## src/rtl/tmr_channel_array.sv

```systemverilog
// tmr_channel_array: NUM_CH compare-match timers with a shared prescaler, bus registers, TMO pins and IRQs
module tmr_channel_array #(
    parameter int BIT_WIDTH = 8,
    parameter int NUM_CH    = 4,
    parameter int ADDR_W    = $clog2(NUM_CH) + 3
) (
    input  logic                 clk,
    input  logic                 rst_n,
    input  logic                 wr_en,
    input  logic                 rd_en,
    input  logic [ADDR_W-1:0]    addr,
    input  logic [BIT_WIDTH-1:0] wdata,
    output logic [BIT_WIDTH-1:0] rdata,
    input  logic [NUM_CH-1:0]    tmci,
    input  logic [NUM_CH-1:0]    tmri,
    output logic [NUM_CH-1:0]    tmo,
    output logic [NUM_CH-1:0]    irq_cmia,
    output logic [NUM_CH-1:0]    irq_cmib,
    output logic [NUM_CH-1:0]    irq_ovi
);
    // a one-channel build has no channel field, so pad the address to keep a 1-bit one
    localparam int AW_X = ADDR_W > 3 ? ADDR_W : 4;
    localparam int CH_W = AW_X - 3;

    logic [AW_X-1:0]      addr_x;
    logic [CH_W-1:0]      ch;
    logic [2:0]           off;
    logic [12:0]          presc_q;
    logic                 tick8, tick64, tick8192;
    logic [BIT_WIDTH-1:0] rd_val [NUM_CH];
    logic [BIT_WIDTH-1:0] rdata_q, rdata_d;

    assign addr_x   = AW_X'(addr);
    assign ch       = addr_x[AW_X-1:3];
    assign off      = addr_x[2:0];
    assign tick8    = &presc_q[2:0];
    assign tick64   = &presc_q[5:0];
    assign tick8192 = &presc_q;
    assign rdata    = rdata_q;

    // free-running prescaler shared by every channel
    always_ff @(posedge clk or negedge rst_n) begin
        if (!rst_n) presc_q <= '0;
        else        presc_q <= presc_q + 1'b1;
    end

    // read data is captured on rd_en and held otherwise; absent channels read 0
    always_comb begin
        rdata_d = rdata_q;
        if (rd_en) begin
            rdata_d = '0;
            for (int i = 0; i < NUM_CH; i++)
                if (ch == CH_W'(i)) rdata_d = rd_val[i];
        end
    end

    // read data register
    always_ff @(posedge clk or negedge rst_n) begin
        if (!rst_n) rdata_q <= '0;
        else        rdata_q <= rdata_d;
    end

    for (genvar g = 0; g < NUM_CH; g++) begin : g_ch
        logic [BIT_WIDTH-1:0] tcnt_q, tcnt_d, tcora_q, tcora_d, tcorb_q, tcorb_d;
        logic [7:0]           tcr_q, tcr_d, src;
        logic [3:0]           os_q, os_d;
        logic [2:0]           ci_q, ri_q;
        logic [4:0]           wsel;
        logic [1:0]           act;
        logic ovf_q, ovf_d, cmfa_q, cmfa_d, cmfb_q, cmfb_d, tmo_q, tmo_d;
        logic eqa_q, eqb_q, pend_q, pend_d, wrap_q, wrap_d;
        logic sel, ci_rise, ci_fall, tick, ma, mb, clr_m, clr_r, clr_t;

        assign sel     = ch == CH_W'(g);
        assign wsel    = (wr_en && sel) ? 5'(1) << off : '0;
        // ci_q/ri_q: [0],[1] synchroniser, [2] previous synchronised value for edge detection
        assign ci_rise = ci_q[1] & ~ci_q[2];
        assign ci_fall = ~ci_q[1] & ci_q[2];
        assign src     = {1'b1, ci_rise | ci_fall, ci_fall, ci_rise, tick8192, tick64, tick8, 1'b0};
        assign tick    = src[tcr_q[2:0]];
        assign ma      = (tcnt_q == tcora_q) & ~eqa_q;
        assign mb      = (tcnt_q == tcorb_q) & ~eqb_q;
        assign clr_m   = (tcr_q[4:3] == 2'b01 & ma) | (tcr_q[4:3] == 2'b10 & mb);
        assign clr_r   = (tcr_q[4:3] == 2'b11) & ri_q[1] & ~ri_q[2];
        // a match arms the clear; the first tick from then on zeroes instead of counting
        assign clr_t   = tick & (pend_q | clr_m);
        assign act     = (ma && os_q[1:0] != 2'b00) ? os_q[1:0] : mb ? os_q[3:2] : 2'b00;

        assign tmo[g]      = tmo_q;
        assign irq_cmia[g] = cmfa_q & tcr_q[5];
        assign irq_cmib[g] = cmfb_q & tcr_q[6];
        assign irq_ovi[g]  = ovf_q & tcr_q[7];
        assign rd_val[g]   = off == 3'd0 ? BIT_WIDTH'(tcr_q) :
                             off == 3'd1 ? BIT_WIDTH'({cmfb_q, cmfa_q, ovf_q, 1'b0, os_q}) :
                             off == 3'd2 ? tcora_q :
                             off == 3'd3 ? tcorb_q :
                             off == 3'd4 ? tcnt_q : '0;

        // next state: bus writes, count/clear priority, sticky flags and pin action
        always_comb begin
            tcr_d   = wsel[0] ? wdata[7:0] : tcr_q;
            os_d    = wsel[1] ? wdata[3:0] : os_q;
            tcora_d = wsel[2] ? wdata : tcora_q;
            tcorb_d = wsel[3] ? wdata : tcorb_q;
            tcnt_d  = wsel[4] ? wdata : (clr_r || clr_t) ? '0 : tick ? tcnt_q + 1'b1 : tcnt_q;
            wrap_d  = !wsel[4] && !clr_r && !clr_t && tick && (&tcnt_q);
            pend_d  = (wsel[4] || clr_r || tick) ? 1'b0 : pend_q | clr_m;
            ovf_d   = wrap_q | (ovf_q & ~(wsel[1] & ~wdata[5]));
            cmfa_d  = ma | (cmfa_q & ~(wsel[1] & ~wdata[6]));
            cmfb_d  = mb | (cmfb_q & ~(wsel[1] & ~wdata[7]));
            tmo_d   = act == 2'b01 ? 1'b0 : act == 2'b10 ? 1'b1 : act == 2'b11 ? ~tmo_q : tmo_q;
        end

        // channel state registers
        always_ff @(posedge clk or negedge rst_n) begin
            if (!rst_n) begin
                tcnt_q  <= '0;
                tcora_q <= '1;
                tcorb_q <= '1;
                tcr_q   <= '0;
                os_q    <= '0;
                ovf_q   <= 1'b0;
                cmfa_q  <= 1'b0;
                cmfb_q  <= 1'b0;
                tmo_q   <= 1'b0;
                eqa_q   <= 1'b0;
                eqb_q   <= 1'b0;
                pend_q  <= 1'b0;
                wrap_q  <= 1'b0;
                ci_q    <= '0;
                ri_q    <= '0;
            end else begin
                tcnt_q  <= tcnt_d;
                tcora_q <= tcora_d;
                tcorb_q <= tcorb_d;
                tcr_q   <= tcr_d;
                os_q    <= os_d;
                ovf_q   <= ovf_d;
                cmfa_q  <= cmfa_d;
                cmfb_q  <= cmfb_d;
                tmo_q   <= tmo_d;
                eqa_q   <= tcnt_q == tcora_q;
                eqb_q   <= tcnt_q == tcorb_q;
                pend_q  <= pend_d;
                wrap_q  <= wrap_d;
                ci_q    <= {ci_q[1:0], tmci[g]};
                ri_q    <= {ri_q[1:0], tmri[g]};
            end
        end
    end
endmodule

```

## config.mk

```make
export PLATFORM = sky130hd
export DESIGN_NAME = tmr_channel_array
export DESIGN_NICKNAME = d
export VERILOG_FILES = /design/src/rtl/tmr_channel_array.sv
export SDC_FILE = /design/constraint.sdc
export NUM_CORES = 1
export LEC_CHECK = 0
export BUFFER_PORTS_ARGS = -buffer_cell sky130_fd_sc_hd__buf_4
export CAP_MARGIN = 20
export CORE_MARGIN = 3
export CORE_UTILIZATION = 62
export DETAILED_ROUTE_END_ITERATION = 16
export GPL_ROUTABILITY_DRIVEN = 0
export PLACE_DENSITY = 0.8
export SYNTH_ARGS = -nofsm -noshare
export SYNTH_HDL_FRONTEND = slang
export SYNTH_SLANG_ARGS = --single-unit
export TNS_END_PERCENT = 30
```

## constraint.sdc

```tcl
create_clock -name clk -period 2.5 [get_ports clk]
set_input_delay 0.375 -clock clk [delete_from_list [all_inputs] [get_ports clk]]
set_output_delay 0.375 -clock clk [all_outputs]
set_load 0.02 [all_outputs]
```

[Word level (Yosys, flattened, before mapping)]
Index checks and enable logic that the tools add are counted.
Word-level totals
  flip-flop bits (word level): 221
  bits of input ports: 25
  output and inout port bits: 24
Cells by class
  add/subtract/negate cells: 5
  $lt $le $gt $ge: 4
  equal/unequal tests: 39
  shift-type cells: 1
  muxes and demuxes: 72
  bitwise operators: 135
  reduce and logical (&&, ||, !) cells: 69
Operators by type and width (count)
  2-to-1 mux 8 bit: 36
  bitwise AND 1 bit: 72
  == test 8 bit: 8
  inverter 1 bit: 39
  == test 2 bit, second input constant: 18
  adder 8 x 1 -> 8 bit, second input constant: 4
  AND reduction 8 bit: 4
  logical AND 1 bit: 24
  OR 1 bit: 24
  nonzero test 3 bit: 8
  2-to-1 mux 1 bit: 20
  2-to-1 mux 5 bit: 4
  == test 2 x 1 -> 1 bit, second input constant: 9
  less-than comparator 3 x 4 -> 1 bit, second input constant: 4
  2-to-1 mux 2 bit: 8
  adder 13 x 1 -> 13 bit, second input constant: 1
  AND reduction 13 bit: 1
  binary-select mux 1 bit (select 3 bit): 4
  zero test 1 bit: 12
  logical OR 1 bit: 12
  nonzero test 2 bit: 4
  == test 3 x 2 -> 1 bit, second input constant: 2
  AND reduction 6 bit: 1
  << shifter 1 x 3 -> 5 bit, first input constant: 1
  other kinds (5): 5

[Logic depth before layout (Yosys ltp)]
  word-level depth: 10
  gate-level depth with buffers: 9
  mapped depth without buffers: 8

[Least setup slack after synthesis]
OpenSTA, ideal clock, no wires.
  path type: register to register
  start point: register presc_q[0]
  end point: register g_ch[2].tcnt_q[3]
  setup time: 0.126 ns
  arrival: 2.073 ns
  data required time: 2.374 ns
  setup slack: 0.301 ns
  cell stages (with the launch flop): 9
  clock period less this slack: 2.199 ns
  cell sequence: dfrtp_1 ha_1 ha_1 or3b_2 a21oi_1 a311oi_1 nand2_2 o21ai_1 a221o_1
Between the ends
  word-level cells in the longest chain between the ends: 7
  elaborated cells between the ends (all ways): 10
Ends and longest elaborated chain
  start: declaration: line 28  | logic [12:0] presc_q;
  start signal: assignment: line 44  | else presc_q <= presc_q + 1'b1;
  AND reduction 13 bit (tied with other cells): line 38  | assign tick8192 = &presc_q;
  binary-select mux 1 bit (select 3 bit) (*): line 80  | assign tick = src[tcr_q[2:0]];
  2-to-1 mux 1 bit (implied by the code) (*): line 80
  bitwise AND 1 bit: line 86  | assign clr_t = tick & (pend_q | clr_m);
  logical OR 1 bit: line 105  | tcnt_d = wsel[4] ? wdata : (clr_r || clr_t) ? '0 : tick ? tcnt_q + 1'b1 : tcnt_q;
  2-to-1 mux 8 bit (2 in a row): line 105
  end signal: assignment: line 133  | tcnt_q <= tcnt_d;
  end: declaration: line 64  | logic [BIT_WIDTH-1:0] tcnt_q, tcnt_d, tcora_q, tcora_d, tcorb_q, tcorb_d;
Mark *: on every way between the ends. The rest lies on a longest branch, timed or not. The select of a mux whose other input is x is not followed.
A chain may end at the register's enable or synchronous reset.

[Worst setup path after layout]
Ends and elaborated chain as after synthesis.

==> run summary <==
The starting utilization of the core area is 0.644. For this run, the leading register cell type out of synthesis is dfrtp_1. Clock skew on the completed layout was measured at 16.1 ps. The clock period minus final worst setup slack came out at 2380 ps. The tightest min-delay check is of the in -> reg type. The synthesized instance count is 1092.

The initial antenna violation count is 1. Measured in cells, the most critical reg-to-reg path has a length of 9. The tree built by TritonCTS fans out to 221 sinks. The via count of the first global-routing pass is 9399. The via total after detailed routing is 9425. The total leakage power is 5.75 nW. At the later pin of the worst-skew pair, clock insertion delay measures 530 ps. The final core area utilization came out at 0.732. The count of cell types in the netlist came out at 90. The total power divided by cell area is 889 mW/mm². The fraction of power consumed by sequential logic came out at 0.452. The maximum vdd drop came out at 0.649 mV.

The share of post-route cells with drive strength above 1 is 0.311. After clock tree synthesis, the clock-pin slew on the worst setup and hold paths is 60 ps. The largest fanout of any net on the critical path came out at 5. The highest clock frequency the design can meet is 0.421 GHz. The share of the cycle needed by the critical path after routing came out at 0.951.

The number of inserted diodes is 0. The async set-or-reset flop fraction in the synthesized netlist is 1.00. The measured slew at the worst slew-check pin came out at 654 ps.

The most critical setup path has its startpoint at presc_q[0]$_DFF_PN0_. The number of instances in the placed design came out at 1343. The post-synthesis area per instance is 10.8 µm². In this run the critical register-to-register path is launched from presc_q[0]$_DFF_PN0_. The non-filler instance count after layout is 1398. The pin count of the biggest net entering global routing came out at 73.

For this run, the total global-route usage over all layers was measured as 0.329. The clock passes through at most 3 buffers. The total grt overflow is 0.

The worst setup path is captured at a flop. The remaining design rule violation count is 0. The category of the most critical setup path is reg -> reg.

The detailed-placement wirelength estimate came out at 23000 µm. CTS built an H-tree with a depth of 1. The netlist area before placement came out at 0.0118 mm². Summed over all nets, the switching power comes to 4.03 mW. At the worst endpoint, the required time is 2910 ps.

The fraction of power spent switching nets came out at 0.337. The setup total negative slack is 0 ps. The number of max-cap violations is 0. The remaining antenna violation count is 0.

In this run the critical register-to-register path is captured at g_ch[2].tcnt_q[3]$_DFFE_PN0P_. The final number of setup-violating endpoints is 0. The total clock buffers created by CTS is 24. The count of yosys warnings during synthesis is 0.

The relative slew slack came out at 0.562. Port buffering added 48 buffers. The portion of total power attributed to the clock network is 0.287. Yosys attributes the largest share of cell area to dfrtp_1 (33%), dfstp_2 (14%), mux2_2 (11%), xor2_1 (3.0%), xnor2_1 (2.4%). The number of register bits inferred by synthesis came out at 221. The worst endpoint data arrival time is 2780 ps. The number of slew-limit violations in the final report came out at 0.

The via count normalized by instance count came out at 6.74. When the netlist entered floorplanning its net count stood at 1131. The post-route cell area came out at 0.0135 mm². The most critical setup path has its endpoint at g_ch[2].tcnt_q[3]$_DFFE_PN0P_. The cell-internal power is 7.94 mW.

The area growth from synthesis to layout is 13.6%. The floorplan die area is 0.0208 mm². The first TritonRoute pass finished after 6 iterations. At the end of the flow, the number of nets in the layout was 1190. 49 I/O pins were placed. The nature of the critical path startpoint is a flop. The portion of synthesized cell area occupied by the leading cell type is 0.332. The overall die width came out at 144 µm. The number of flops mapped to enable cells by yosys is 0.

The share of total power dissipated in combinational logic is 0.262. The tree is rooted in a clkbuf_16. After floorplanning, the core was sized to cover 0.0184 mm².

The commonest non-fill, non-tap cell in the layout is dfrtp_1. The average routed wire per standard cell is 24.1 µm. TritonCTS built the clock tree.

The flow ran to the end, and the final reports show no timing, DRC or antenna violations. In the layout the commonest cells are dfrtp_1 (157), mux2_2 (118), buf_4 (92), dfstp_2 (64), nand2_1 (62). The routed wire length is 33700 µm. The total design power is 12.0 mW. The height of the die is 144 µm.

The share of the Yosys chip area taken by registers is 0.474. Row generation in the floorplan step produced 49 rows. The final hold violation count is 0. The placed instance area came out at 0.0126 mm².

The initial DRC count came out at 1155. The wire length of the first global-routing pass came out at 52800 µm. The largest total area in the synthesized netlist belongs to dfrtp_1. For flop-to-flop paths, the worst setup slack is 120 ps.
routing by layer:
metal | up-vias | routed length (µm) | GRT usage
met3 | 156 | 3390 | 0.0724
met1 | 4618 | 13000 | 0.438
li1 | 4100 | - | -
met2 | 549 | 15300 | 0.522
met5 | - | 15 | 0
met4 | 2 | 1970 | 0.147
power by group through the flow:
stage,clock network [mW],logic [mW],registers (mW)
6_report,3.43,3.13,5.40
5_1_grt,3.63,3.42,5.48
4_1_cts,3.47,3.08,5.36
3_5_place_dp,0,3.04,5.41
3_3_place_gp,0,2.96,5.38
2_1_floorplan,0,2.42,4.95
Yosys cell counts (all sizes together), types with 15 or more instances:
cell and number:
xnor2 33, o21ai 66, nor2 53, clkbuf 42
mux2 118, nor3 16, nand3 25, and2 22
dfrtp 157, nand2 62, xor2 41, o22ai 16
buf 32, inv 30, a21oi 42, nor2b 21
a22oi 24, o211ai 15, dfstp 64, and3 22
nand2b 18
stage by stage:
stage / hold WS [ps] / worst slack, ps
6_report: 228 / 122
5_1_grt: 215 / -1.61
4_1_cts: 207 / 32.5
3_5_place_dp: 336 / -123
3_3_place_gp: 332 / 30.6
2_1_floorplan: 79.4 / 301
flip-flops by register name (all words and copies together) (netlist names):
| signal | cells |
|---|---|
| g_ch.os_q | 16 |
| g_ch.ovf_q | 4 |
| g_ch.eqa_q | 4 |
| g_ch.tmo_q | 4 |
| g_ch.eqb_q | 4 |
| g_ch.wrap_q | 4 |
| g_ch.pend_q | 4 |
| g_ch.tcr_q | 32 |
| g_ch.cmfb_q | 4 |
| rdata | 8 |
| g_ch.tcorb_q | 32 |
| g_ch.tcnt_q | 32 |
| g_ch.cmfa_q | 4 |
| g_ch.ri_q | 12 |
| presc_q | 13 |
| g_ch.tcora_q | 32 |
| g_ch.ci_q | 12 |
logic make-up after synthesis:
family                   Yosys count  share of synthesized area
XOR/XNOR                          74                     0.0547
AND/OR/NAND/NOR                  296                      0.141
multiplexers                     133                      0.129
buffers and inverters            104                     0.0398
flip-flops                       221                      0.474
adder cells (fa/ha/maj)           14                     0.0148
AO/OA/AOI/OAI                    250                      0.147
cell type report:
class	count	area [µm²]
clock inverters	8	41.3
fillers	1287	4940
well taps	229	287
multi-input cells	768	5800
flip-flops and latches	221	5610
repair buffers	106	876
clock buffers	36	727
inverters	30	113
critical path, stage by stage (launching register included):
cell	delay, ps
dfrtp_1	380
ha_1	190
ha_2	210
buf_4	150
or3b_2	460
a21oi_2	180
a311oi_2	90
nand2_2	150
o21ai_1	90
a221o_1	350
timing repair:
| action | CTS | global route |
|---|---|---|
| cloned | 0 | 1 |
| hold endpoints to repair | 46 | 0 |
| pin swaps | 0 | 1 |
| resized for setup | 2 | 4 |
| buffers inserted | 0 | 1 |
| setup endpoints to repair | 7 | 10 |
| hold buffers | 9 | 0 |
worst min-delay path by stage:
stage | end | startpoint | slack [ps] | cells after the start
after floorplan | g_ch[0].ci_q[0]$_DFF_PN0_ | rst_n | 80 | 0
after global placement | g_ch[0].ri_q[1]$_DFF_PN0_ | g_ch[0].ri_q[0]$_DFF_PN0_ | 330 | 0
after detailed placement | g_ch[2].ci_q[1]$_DFF_PN0_ | g_ch[2].ci_q[0]$_DFF_PN0_ | 340 | 0
after CTS | rdata[2]$_DFFE_PN0P_ | rd_en | 210 | 2
after global routing | rdata[2]$_DFFE_PN0P_ | rd_en | 210 | 2
final | rdata[2]$_DFFE_PN0P_ | rd_en | 230 | 2
No activity file was read; power rests on OpenSTA's default activity.
